--- src/rtl/operand_lfsr.sv ---
// Fibonacci LFSR operand source with synchronous load and single-step.
// A zero seed would lock up the register, so it is replaced by 1.
module operand_lfsr #(
    parameter int            W    = 22,
    parameter logic [W-1:0]  SEED = W'(1),
    parameter logic [W-1:0]  TAPS = W'(3) << (W - 2)
) (
    input  logic         clk,
    input  logic         rst,
    input  logic         load_i,
    input  logic         step_i,
    output logic [W-1:0] state_o
);

    localparam logic [W-1:0] INIT = (SEED == '0) ? W'(1) : SEED;

    logic [W-1:0] state_q;
    logic [W-1:0] state_d;

    always_comb begin
        state_d = state_q;
        if (load_i) begin
            state_d = INIT;
        end else if (step_i) begin
            state_d = {state_q[W-2:0], ^(state_q & TAPS)};
        end
    end

    always_ff @(posedge clk) begin
        if (rst) begin
            state_q <= INIT;
        end else begin
            state_q <= state_d;
        end
    end

    assign state_o = state_q;

endmodule

--- config.mk ---
export PLATFORM = sky130hd
export DESIGN_NAME = operand_lfsr
export DESIGN_NICKNAME = d
export VERILOG_FILES = /design/src/rtl/operand_lfsr.sv
export SDC_FILE = /design/constraint.sdc
export NUM_CORES = 1
export LEC_CHECK = 0
export BUFFER_PORTS_ARGS = -buffer_cell sky130_fd_sc_hd__buf_2
export CAP_MARGIN = 20
export CORE_MARGIN = 3
export CORE_UTILIZATION = 35
export CTS_CLUSTER_DIAMETER = 150
export DETAILED_ROUTE_END_ITERATION = 7
export MAX_ROUTING_LAYER = met4
export SYNTH_ARGS = -nofsm -noshare
export SYNTH_HDL_FRONTEND = slang
export SYNTH_SLANG_ARGS = --single-unit
--- constraint.sdc ---
create_clock -name clk -period 1.1 [get_ports clk]
set_clock_uncertainty 0.15 [all_clocks]
set_input_delay 0 -clock clk [delete_from_list [all_inputs] [get_ports clk]]
set_output_delay 0 -clock clk [all_outputs]
set_load 0.02 [all_outputs]
Word level (Yosys, flattened, before mapping)
Cells that the tools add are included.

word-level totals
  bits in registers = 22
  input port bits = 4
  output and inout bits = 22
  logic and storage cells = 3

cells by class
  reduce and logical (&&, ||, !) cells = 2

operator list
  operator              number
  XOR reduction 22 bit  1
  OR reduction 2 bit    1

Longest topological paths before layout
  depth after elaboration = 1
  gate-level depth with buffers = 4
  gate-level depth less buffers = 2

Worst setup path before layout
OpenSTA, ideal clock, no wires.

  path type = flip-flop to flip-flop
  start point = register state_q[20] (netlist: state_o[20])
  end point = register state_q[0] (netlist: state_o[0])
  arrival time = 0.691 ns
  path slack = 0.133 ns
  stages on the path, launching flop included = 3
  period minus slack after synthesis = 0.967 ns
  cell sequence = dfxtp_1 -> xnor2_1 -> a31oi_1

on the way
  cells in the longest elaborated chain, start to end = 1

RTL lines
  element                 RTL line  source
  start, declared         17        logic [W-1:0] state_q;
  start signal, assigned  33        state_q <= state_d;
  XOR reduction 22 bit    25        state_d = {state_q[W-2:0], ^(state_q & TAPS)};

No other way between the ends.
A chain may end at the register's enable or synchronous reset.

Final worst setup path
  start point = input load_i
  end point = register state_q[8] (netlist: state_o[8])

on the way
  cells in the longest elaborated chain, start to end = 1

RTL lines
  element                              RTL line  source
  start, declared                      10        input logic load_i,
  OR reduction 2 bit (no source line)  n/a

No other way between the ends.

==> results_dict.tcl <==
set metrics [dict create \
    status "complete, no violations" \
    via_per_inst 4.53 \
    wl_per_cell_um 11.3 \
    drive_above_1_share 0.293 \
    rsz0062_at_grt "false" \
    die_h_um 54.6 \
    yosysTopAreaCell "dfxtp_1" \
    whs_path_depth 2 \
    internal_power_uw 960 \
    tightest_slew_ns 0.623 \
    ir_worst_vdd_mv 0.799 \
    r2r-start "state_o[0]" \
    grt_pass1_vias 504 \
    track_usage 0.108 \
    clk_latency_ns 0.30 \
    num_vias 571 \
    slew_headroom 0.585 \
    antenna_found_initial 0 \
    portBuffers 25 \
    maxCapViolCount 0 \
    grt_max_degree 24 \
    power_frac_comb 0.062 \
    fin_util 0.459 \
    top_usage_layer "met2" \
    post-route-min-period_ns 1.05 \
    cts_tree "built" \
    finalNonFillerCells 126 \
    hold_class "primary input to flop" \
    seq_power_share 0.654 \
    grt_use_met1 0.122 \
    cts_buffers 3 \
    p_sw_frac 0.218 \
    initial_utilization 0.393 \
    fin_hold_ws_ns 0.104 \
    diodes 0 \
    final_nets 105 \
    syn_inst 74 \
    ys_seq_area_frac 0.533 \
    finalSetupTns_ns 0 \
    dp.cells 121 \
    cts-root-buf "clkbuf_4" \
    crit_type "primary input to flop" \
    syn_nets 78 \
    cts_buffer_depth 2 \
    total_leakage_power_uw 0.000471 \
    r2r_end "state_o[0]" \
    cts_resized 0 \
    rr_worst_depth 2 \
    cp_max_fo 21 \
    synth_top_area_frac 0.533 \
    place.gp.congestion 0.687 \
    cts.sinks 22 \
    grtUsageMet2 0.167 \
    fin_crit_sh 0.955 \
    area_delta_synth_final_pct 16.6 \
    largest_reg_flops 22 \
    die-area_sq_um 2980 \
    hold_viol 0 \
    cts-htree-levels 1 \
    start_kind "primary input" \
    max_clock_freq_ghz 0.952 \
    dr.first_iter.drc_count 0 \
    min_from "step_i" \
    die_width_um 54.6 \
    grt_pass1_wl_mm 2.17 \
    power_switching_uw 267 \
    boundaryPins 26 \
    synthFlopType "dfxtp_1" \
    clkPwrFrac 0.284 \
    whs_endpoint "state_o[0]" \
    cp.required_ns 1.19 \
    ys_types 9 \
    placeableCoreArea_sq_um 2100 \
    ys.warnings.count 0 \
    synth_edf_count 0 \
    setup_viol 0 \
    grt-ovfl-total 0 \
    ant_nets 0 \
    ff2ff_setup_slack_ns 0.15 \
    synth_commonest_cells "22 x dfxtp_1, 22 x nor2_1, 21 x mux2i_1, 3 x buf_6, 2 x buf_8" \
    drt_pass1_iterations 1 \
    end_kind "flop" \
    ys_top_cells_by_area "dfxtp_1 53%, mux2i_1 25%, nor2_1 10%" \
    syn_area_per_cell_sq_um 11.2 \
    drt_wl_total_mm 1.43 \
    synth_area_sq_um 827 \
    grtUsageMet3 0.0409 \
    async_flop_share 0 \
    arrival_ns 1.14 \
    std_cell_rows 16 \
    ys_ff_latch 22 \
    timing.final.max_slew_violations 0 \
    clk_pin_slew_ns 0.11 \
    power.density_nw_per_um2 1270 \
    place_hpwl_um 965 \
    route.detailed.drc 0 \
]
[worst max path at each step]
| stage | depth (start not counted) | from | end | slack, ns |
|---|---|---|---|---|
| floorplan | 2 | state_o[20] | state_o[0] | 0.13 |
| global placement | 3 | step_i | state_o[9] | 0.02 |
| detailed placement | 3 | step_i | state_o[20] | 0.01 |
| CTS | 4 | load_i | state_o[8] | 0.05 |
| global route | 1 | state_o[20] | state_o[20] | 0.01 |
| finish | 4 | load_i | state_o[8] | 0.05 |
[per-stage QoR]
stage	area [sq um]	setup slack, ns	power (uW)
6_report	965	0.0493	1230
5_1_grt	965	0.0147	1280
4_1_cts	965	0.0461	1240
3_5_place_dp	922	0.0106	892
3_3_place_gp	922	0.0211	892
2_1_floorplan	827	0.133	896
[timing repair]
action / in CTS / in global routing
hold buffers: 2 / 0
hold endpoints to repair: 1 / 0
setup buffers: 0 / 0
endpoints found under the setup margin: 0 / 0
[placed cells by master, fill, tap and decap left out]
master and n:
dfxtp_1 22, mux2i_1 21, clkbuf_4 3, a31oi_1 1, xnor2_1 1, nor2_1 22, dlygate4sd3_1 2, buf_2 25
or2_4 1, nor4_1 1
[metal layers]
metal | wire, um | part of all wire
met5 | 0 | 0
met4 | 14 | 0.0098
met3 | 92 | 0.065
met2 | 644 | 0.45
met1 | 674 | 0.47
[cells by family (layout without fill, tap and decap cells)]
logic type	count (synthesis)	count (layout)	synth area share
AOI/OAI and AO/OA	1	1	0.00757
buffers and inverters	5	30	0.0772
muxes	21	21	0.254
xor gates and xnor gates	1	1	0.0106
DFF	22	22	0.533
and+or+nand+nor	24	24	0.118
[worst max-delay path, cell delays in order]
cell and delay [ns]:
dlygate4sd3_1 0.53, buf_2 0.13, or2_4 0.34, nor2_1 0.13
[power by group through the flow]
stage          logic, uW  clock network, uW  registers [uW]
3_3_place_gp        70.2                  0             821
6_report            76.0                349             803
5_1_grt             82.6                396             804
4_1_cts             76.5                363             803
2_1_floorplan       69.1                  0             826
3_5_place_dp        70.4                  0             822
[cell type report]
cell class,count,area (sq um)
fill,220,1140
sequential,22,440
multi-input combinational,47,323
timing repair buffer,27,145
tap,27,33.8
clock buffer,3,22.5
No activity file was read; power rests on OpenSTA's default activity.
